**config.mk**
```make
export PLATFORM = sky130hd
export DESIGN_NAME = io_out_fifo
export DESIGN_NICKNAME = d
export VERILOG_FILES = /design/src/rtl/io_out_fifo.sv
export SDC_FILE = /design/constraint.sdc
export NUM_CORES = 1
export LEC_CHECK = 0
export BUFFER_PORTS_ARGS = -buffer_cell sky130_fd_sc_hd__clkbuf_2
export CAP_MARGIN = 25
export CORE_ASPECT_RATIO = 0.75
export CORE_MARGIN = 4
export CORE_UTILIZATION = 60
export CTS_CLUSTER_DIAMETER = 30
export DETAILED_ROUTE_END_ITERATION = 6
export GPL_TIMING_DRIVEN = 1
export PLACE_DENSITY_LB_ADDON = 0.05
export REMOVE_ABC_BUFFERS = 1
export SLEW_MARGIN = 20
export SYNTH_ARGS = -nofsm -noshare
export SYNTH_HDL_FRONTEND = slang
export SYNTH_SLANG_ARGS = --single-unit
```
**constraint.sdc**
```tcl
create_clock -name clk -period 5.8 [get_ports clk]
set_input_delay 0 -clock clk [delete_from_list [all_inputs] [get_ports clk]]
set_output_delay 0 -clock clk [all_outputs]
set_load 0.005 [all_outputs]
```
**src/rtl/io_out_fifo.sv**
```systemverilog
// io_out_fifo: first-word-fall-through buffer behind the core's output port, drained over valid/ready.
// Optional macro IO_OUT_SHADOW_EN adds a per-address shadow of the last data written by the core.
module io_out_fifo #(
  parameter int NUBITS = 32,
  parameter int NUIOOU = 8,
  parameter int FDEPTH = 8,
  localparam int AW = (NUIOOU > 1) ? $clog2(NUIOOU) : 1,
  localparam int PW = $clog2(FDEPTH)
) (
  input  logic              clk,
  input  logic              rst,
  input  logic              out_en,
  input  logic [AW-1:0]     addr_out,
  input  logic [NUBITS-1:0] data_in,
  output logic              m_valid,
  input  logic              m_ready,
  output logic [AW-1:0]     m_addr,
  output logic [NUBITS-1:0] m_data,
  output logic [PW:0]       count,
  output logic              full,
  output logic              empty,
  output logic              ovf,
`ifdef IO_OUT_SHADOW_EN
  output logic [NUIOOU*NUBITS-1:0] shadow,
`endif
  input  logic              ovf_clr
);

  localparam logic [PW:0] DEPTH = (PW+1)'(FDEPTH);

  logic [AW-1:0]     mem_addr [FDEPTH];
  logic [NUBITS-1:0] mem_data [FDEPTH];
  logic [PW-1:0]     wptr;
  logic [PW-1:0]     rptr;
  logic [PW:0]       count_q;
  logic              ovf_q;
  logic              push;
  logic              pop;

  assign full    = (count_q == DEPTH);
  assign empty   = (count_q == '0);
  assign count   = count_q;
  assign ovf     = ovf_q;
  assign m_valid = ~empty;
  assign m_addr  = empty ? '0 : mem_addr[rptr];
  assign m_data  = empty ? '0 : mem_data[rptr];

  // A pop frees a slot in the same cycle, so a full FIFO can still accept a write.
  assign pop  = m_valid & m_ready;
  assign push = out_en & (~full | pop);

  always_ff @(posedge clk) begin
    if (push) begin
      mem_addr[wptr] <= addr_out;
      mem_data[wptr] <= data_in;
    end
  end

  always_ff @(posedge clk) begin
    if (rst) begin
      wptr    <= '0;
      rptr    <= '0;
      count_q <= '0;
      ovf_q   <= 1'b0;
    end else begin
      if (push) wptr <= wptr + PW'(1);
      if (pop)  rptr <= rptr + PW'(1);
      if (push && !pop)
        count_q <= count_q + (PW+1)'(1);
      else if (pop && !push)
        count_q <= count_q - (PW+1)'(1);
      // A fresh overflow outranks a clear request in the same cycle.
      if (out_en && full && !pop)
        ovf_q <= 1'b1;
      else if (ovf_clr)
        ovf_q <= 1'b0;
    end
  end

`ifdef IO_OUT_SHADOW_EN
  // Shadow tracks every core write, including ones the FIFO dropped.
  for (genvar a = 0; a < NUIOOU; a++) begin : g_shadow
    logic [NUBITS-1:0] slice_q;
    always_ff @(posedge clk) begin
      if (rst)
        slice_q <= '0;
      else if (out_en && addr_out == AW'(a))
        slice_q <= data_in;
    end
    assign shadow[a*NUBITS +: NUBITS] = slice_q;
  end
`endif

endmodule

```
==> results of run 1 <==
==> state kept, by name, summed over array words and instances (netlist names), named ones only <==
name / flops
count: 4
mem_addr: 24
mem_data: 256
ovf: 1
rptr: 3
wptr: 3
==> kinds of logic (layout without fill, tap and decap cells) <==
family | after synthesis | after routing | synth area share
AO/OA/AOI/OAI | 9 | 9 | 0.00586
adder cells (fa/ha/maj) | 6 | 6 | 0.00730
multiplexers | 107 | 107 | 0.172
other | 0 | 1 | 0
flip-flops | 294 | 294 | 0.768
XOR/XNOR | 6 | 6 | 0.00531
buffers and inverters | 31 | 215 | 0.0147
AND/OR/NAND/NOR | 69 | 69 | 0.0267
==> synth_stat cells <==
cell,count
edfxtp_1,280
mux4_2,70
nor2_1,50
mux2i_1,36
dfxtp_1,14
buf_4,10
clkbuf_1,9
buf_2,7
ha_1,5
a21oi_1,4
nand2_1,4
nor3_1,4
xor2_1,4
inv_1,3
nand3_1,3
nand2b_1,2
a211oi_1,1
a31oi_1,1
a32oi_1,1
clkinv_2,1
fa_1,1
inv_4,1
mux2_2,1
nand2_2,1
nand2_4,1
nor2b_1,1
nor4_1,1
o211ai_1,1
o21ai_4,1
or4_1,1
or4b_4,1
xnor2_1,1
xnor2_2,1
==> final cells by class <==
type,count,area share
Clock inverter,28,0.0211
Timing Repair Buffer,135,0.0660
Inverter,5,0.00163
Clock buffer,47,0.0789
Sequential cell,294,0.629
Multi-Input combinational cell,197,0.181
Antenna cell,1,0.000181
Tap cell,247,0.0223
==> power by group through the flow <==
stage | combinational [mW] | clock [mW] | sequential [mW]
2_1_floorplan | 0.776 | 0 | 2.66
3_3_place_gp | 1.15 | 0 | 2.65
3_5_place_dp | 1.17 | 0 | 2.66
4_1_cts | 1.21 | 2.50 | 2.62
5_1_grt | 1.30 | 2.61 | 2.64
6_report | 1.19 | 2.46 | 2.61
==> worst max path at each step <==
| stage | start | endpoint | slack, ps | cells after the start |
|---|---|---|---|---|
| after global routing | register | m_data[2] | 2370 | 5 |
| after global placement | count[1] | count[3] | 3010 | 10 |
| after CTS | register | m_data[5] | 2570 | 5 |
| final | register | m_data[2] | 2680 | 5 |
| after floorplan | count[0] | mem_addr[0][0] | 1240 | 3 |
| after detailed placement | count[1] | count[3] | 2860 | 10 |
==> per-layer routing <==
metal	global-route usage	share of wire
met1	0.300	0.41
met2	0.353	0.49
met3	0.0424	0.078
met4	0.0515	0.017
met5	0	0
==> worst register-to-register path, cell delays in order, from the launching register on <==
cell	delay (ps)
dfxtp_1	380
or4b_4	610
o21ai_4	280
inv_4	90
ha_1	220
inv_1	150
ha_1	300
a21oi_1	230
a211oi_1	100
a31oi_1	180
mux2_2	350
==> stage by stage <==
stage,utilization,hold slack (ps),cell area (sq um),worst slack (ps),power (mW)
after floorplan,-,69.1,11200,1240,3.44
after global placement,0.650,266,12000,3010,3.81
after detailed placement,0.650,270,12000,2860,3.83
after CTS,0.747,282,13800,2570,6.33
after global routing,0.747,331,13800,2370,6.55
final,0.747,316,13800,2680,6.25
==> cell usage in the layout (no fill, tap or decap), types with 2 or more instances in the layout <==
cell type      instances
inv_1                  3
clkinvlp_4             5
edfxtp_1             280
dfxtp_1               11
nor2_4                 3
dlygate4sd3_1         42
mux4_2                70
nand3_1                3
clkbuf_2              82
nand2_1                4
nor2_1                47
buf_4                 11
inv_6                  3
clkbuf_16             43
mux2i_1               36
clkinv_1               4
dfxtp_4                2
nand2b_1               2
xor2_1                 4
clkinv_4               2
a21oi_1                4
bufinv_16              5
nor3_2                 4
clkbuf_1               4
clkinv_2              10
ha_1                   5
==> key figures, run 1 <==
STA
  • Setup Skew: 8.64 ps
  • Slew @ Worst Pin: 1060 ps
  • Fmax: 320 MHz
  • Final Cycle Share: 0.538
  • Fin. Hold Viols: 0
  • TNS Setup: 0 ps
  • RSZ-0062 raised after global routing: false
  • Minimum clock period: 3120 ps
  • Slew headroom: 0.296
  • Setup-failing EPs final: 0
  • Final Max Slew Viols: 0

Cells and area
  • Layout area overhead: 22.3%
  • Footprint of the multi-input gates: 2510 sq um
  • Fillers: 1,079
  • Fin nets: 721
  • FF+latch area: 8700 sq um
  • Share of cells above drive strength 1: 0.353
  • Final std cells w/o fill: 954

Yosys
  • Synth top area share: 0.743
  • Avg Cell Area, Syn: 21.7 sq um
  • Synth unique cells: 33
  • Synth Instances: 522
  • Cell taking the most area after synthesis: edfxtp_1
  • Synth area leaders: edfxtp_1 74%, mux4_2 14%, mux2i_1 3.2%
  • Syn. warnings: 0
  • Register bit total from synthesis: 294
  • Syn Std Cell Area: 11,300 sq um
  • Register area share after synthesis: 0.768

Setup path
  • Crit Path Max Fanout: 37
  • Crit path DAT: 3120 ps
  • Startpoint types: register
  • R2r worst-path depth: 10
  • Worst setup EP type: output port
  • Worst R2R Start: count[1]
  • Reg2reg end: count[3]
  • Crit-path slowest cell: dfxtp_4
  • Cells along the critical path: buf_4, mux4_2, mux2i_1, nor2_1, clkbuf_2
  • Crit-path leading delay family: flip-flops
  • Reg2reg setup slack: 2810 ps
  • CP peak stage delay: 830 ps
  • WS Path Type: register to output port
  • WP data required: 5800 ps
  • WP buf/inv: 2

Power
  • PwrDens: 452 nW/um^2
  • Part of the power in registers: 0.417
  • Clock power frac: 0.393
  • Maximum VDD drop: 0.450 mV
  • Sw Share: 0.255
  • Comb pwr share: 0.190
  • Internal power: 4.66 mW
  • Sw power: 1.59 mW
  • Lkg Pwr: 4.61 nW

Drt
  • Antenna viol nets, final: 0
  • DR vias/cell: 5.79
  • Drt drc: 0
  • Drt pass-1 iters: 4
  • Wire per inst: 22.8 um
  • Routed via count: 5,519
  • DRT Wirelength: 21.8 mm
  • Drt first-iter violations: 546

Clocking
  • CTS tree: done
  • Total clock sinks: 294
  • Maximum buffer depth of the clock tree: 3
  • CTS hold repair buffers: 42
  • Clock slew seen by the registers of the worst setup and hold paths: 50 ps
  • Post-CTS Resized: 0
  • Postcts setup bufs: 0
  • Htree depth: 2
  • CTS Buf Count: 42
  • Clk_lat worst skew: 510 ps
  • Root buf cell: clkbuf_16

Floorplanning
  • Die X-Extent: 167 um
  • Die ar.: 21,100 sq um
  • Initial Util: 0.611
  • # IOs: 83
  • FP Rows: 43
  • Core box area: 18,500 sq um
  • Die H: 127 um

GRT
  • Largest net degree at the start of global routing: 71
  • First-pass GRT wire length: 34.4 mm
  • Initial antenna violation count: 0
  • Total GRT Usage: 0.213
  • Vias in the first global route: 5,988
  • GRT overflow: 0

Placed design
  • Final HPWL DP: 10.8 mm
  • RD Place Congestion: 0.773
  • DP Cell Count: 836
  • Count of input and output buffers: 82

Run status
  • Status: complete, no violations

Worst hold path
  • Hold wc startpoint: data_in[17]
  • Hold WC Path Type: input port to register
  • Hold EP: mem_data[2][17]
  • Hold Path Cell Cnt: 2

Flow run
  • Max-capacitance violation count: 0
No activity file was read; power rests on OpenSTA's default activity.
==> run 2: changes to the inputs <==
==> constraint.sdc (replaced) <==
create_clock -name clk -period 3 [get_ports clk]
set_input_delay 0 -clock clk [delete_from_list [all_inputs] [get_ports clk]]
set_output_delay 0 -clock clk [all_outputs]
set_load 0.005 [all_outputs]
==> run 2 against run 1 <==
Total power increased by 96%. Sequential share of layout area decreased by 0.50 points. Routed wire length about the same. Final area increased by 0.81%. Flip-flop and latch count unchanged. Final cell count increased by 0.73%. Clock power increased by 96%. Sequential power increased by 88%. Worst setup slack got worse by 2500 ps. Via count increased by 1.7%. Register-to-register slack got worse by 2700 ps. Critical endpoint is now count[3]. Largest cell class unchanged. Highest routed layer unchanged.
==> key figures, run 2 (synthesized netlist as in run 1, its figures left out) <==
Drt
  • Routed via count: 5,611 (was 5,519)
  • Drt pass-1 iters: 5 (was 4)
  • Drt drc: 0 (unchanged)
  • Wire per inst: 22.7 um (was 22.8 um)
  • Antenna viol nets, final: 0 (unchanged)
  • DRT Wirelength: 21.8 mm (about the same)
  • DR vias/cell: 5.84 (was 5.79)
  • Drt first-iter violations: 440 (was 546)

Power
  • Maximum VDD drop: 0.802 mV (was 0.450 mV)
  • Lkg Pwr: 4.66 nW (was 4.61 nW)
  • PwrDens: 877 nW/um^2 (was 452 nW/um^2)
  • Tot Pwr: 12.2 mW (was 6.25 mW)

Floorplanning
  • Core box area: 18,500 sq um (unchanged)
  • # IOs: 83 (unchanged)
  • FP Rows: 43 (unchanged)
  • Initial Util: 0.611 (unchanged)
  • Die ar.: 21,100 sq um (unchanged)
  • Die H: 127 um (unchanged)
  • Die X-Extent: 167 um (unchanged)

Cells and area
  • Most common cell after layout, fill and taps aside: edfxtp_1 (unchanged)
  • Fin util: 0.754 (was 0.747)
  • Antenna Cells: 0 (was 1)
  • Layout area overhead: 23.3% (was 22.3%)
  • Commonest cells after routing, fill and taps aside: 280 x edfxtp_1, 82 x clkbuf_2, 70 x mux4_2, 47 x nor2_1, 43 x clkbuf_16 (unchanged)
  • Fin nets: 726 (was 721)
  • Number of flip-flops in the largest register: 256 (unchanged)
  • Design area: 13,900 sq um (was 13,800 sq um)
  • Share of cells above drive strength 1: 0.357 (was 0.353)
  • Fillers: 1,066 (was 1,079)
  • Biggest register: mem_data (unchanged)

STA
  • Fmax: 351 MHz
  • Minimum clock period: 2850 ps
  • Fin. Hold Viols: 0 (unchanged)
  • Final Max Slew Viols: 0 (unchanged)
  • Slew @ Worst Pin: 938 ps (was 1060 ps)
  • Final Cycle Share: 0.949
  • Setup-failing EPs final: 0 (unchanged)
  • Post-route setup slack: 153 ps (was 2680 ps)
  • Setup Skew: 18.8 ps (was 8.64 ps)
  • Hold_ws: 295 ps (was 316 ps)
  • Slew headroom: 0.370 (was 0.296)

Clocking
  • Clock slew seen by the registers of the worst setup and hold paths: 50 ps (about the same)
  • Htree depth: 2 (unchanged)
  • CTS tree: done (unchanged)
  • Total clock sinks: 294 (unchanged)
  • Root buf cell: clkbuf_16 (unchanged)
  • CTS Buf Count: 42 (unchanged)
  • Maximum buffer depth of the clock tree: 3 (unchanged)
  • Clk_lat worst skew: 520 ps (was 510 ps)

Placed design
  • Count of input and output buffers: 82 (unchanged)
  • Post-Place Setup Slack: 102 ps (was 2860 ps)
  • Placed instance area: 12,100 sq um (was 12,000 sq um)
  • RD Place Congestion: 0.799 (was 0.773)
  • Final HPWL DP: 12.0 mm (was 10.8 mm)

Run status
  • Status: complete, no violations (unchanged)

Worst hold path
  • Hold WC Path Type: input port to register (unchanged)
  • Hold Path Cell Cnt: 2 (unchanged)

Setup path
  • R2r worst-path depth: 10 (unchanged)
  • Crit Path Max Fanout: 6 (was 37)
  • Crit path DAT: 3240 ps (was 3120 ps)
  • Reg2reg setup slack: 150 ps (was 2810 ps)
  • Startpoint types: register (unchanged)
  • Worst setup EP type: register (was output port)
  • WP data required: 3390 ps (was 5800 ps)
  • WS Path Type: register to register (was register to output port)

GRT
  • Total GRT Usage: 0.215 (was 0.213)
  • Largest net degree at the start of global routing: 39 (was 71)
  • First-pass GRT wire length: 34.9 mm (was 34.4 mm)
  • GRT overflow: 0 (unchanged)
  • Vias in the first global route: 6,010 (was 5,988)
  • Initial antenna violation count: 0 (unchanged)

Flow run
  • Max-capacitance violation count: 0 (unchanged)
==> run 2: final cells by class <==
type	count	area [sq um]	area share
well taps	247	309	0.0222
clock buffers	49	1100	0.0788
clock inverters	29	315	0.0226
flip-flops and latches	294	8700	0.624
multi-input cells	197	2510	0.180
repair buffers	140	996	0.0714
inverters	5	22.5	0.00161
==> run 2: metrics by stage <==
stage | TNS, ps | instances
3_3_place_gp | 0 | 839
2_1_floorplan | -172930 | 496
6_report | 0 | 961
4_1_cts | 0 | 960
3_5_place_dp | 0 | 840
5_1_grt | -0.253 | 961
==> run 2: repair_timing <==
action / CTS / global route
buffers inserted: 0 / 1
hold buffers: 42 / 0
endpoints found under the hold margin: 294 / 0
setup endpoints to repair: 0 / 1
gates resized for setup: 0 / 0
==> run 2: critical path: stages (launching register included) <==
cell and delay (ps):
dfxtp_1 370, or4b_4 600, o21ai_4 200, inv_4 70, ha_1 220, inv_1 140
ha_1 300, a21oi_1 230, a211oi_1 100, a31oi_1 160, mux2_2 350
==> run 2: final timing paths <==
check                            startpoint              end
worst max-delay path               count[1]         count[3]
worst min register to register      rptr[1]         register
worst max register to register     count[1]         count[3]
worst min-delay path            data_in[31]  mem_data[0][31]
==> run 2: layer usage <==
metal	GRT usage	wire length (um)	vias up
li1	-	-	2466
met1	0.322	9450	2884
met2	0.335	10500	216
met3	0.0452	1420	45
met4	0.0544	376	0
met5	0	0	-
==> run 2: report_power, final <==
part,internal [mW],switching [mW],total [mW]
sequential,4.73,0.182,4.91
combinational,1.27,1.22,2.49
clock,3.08,1.74,4.83
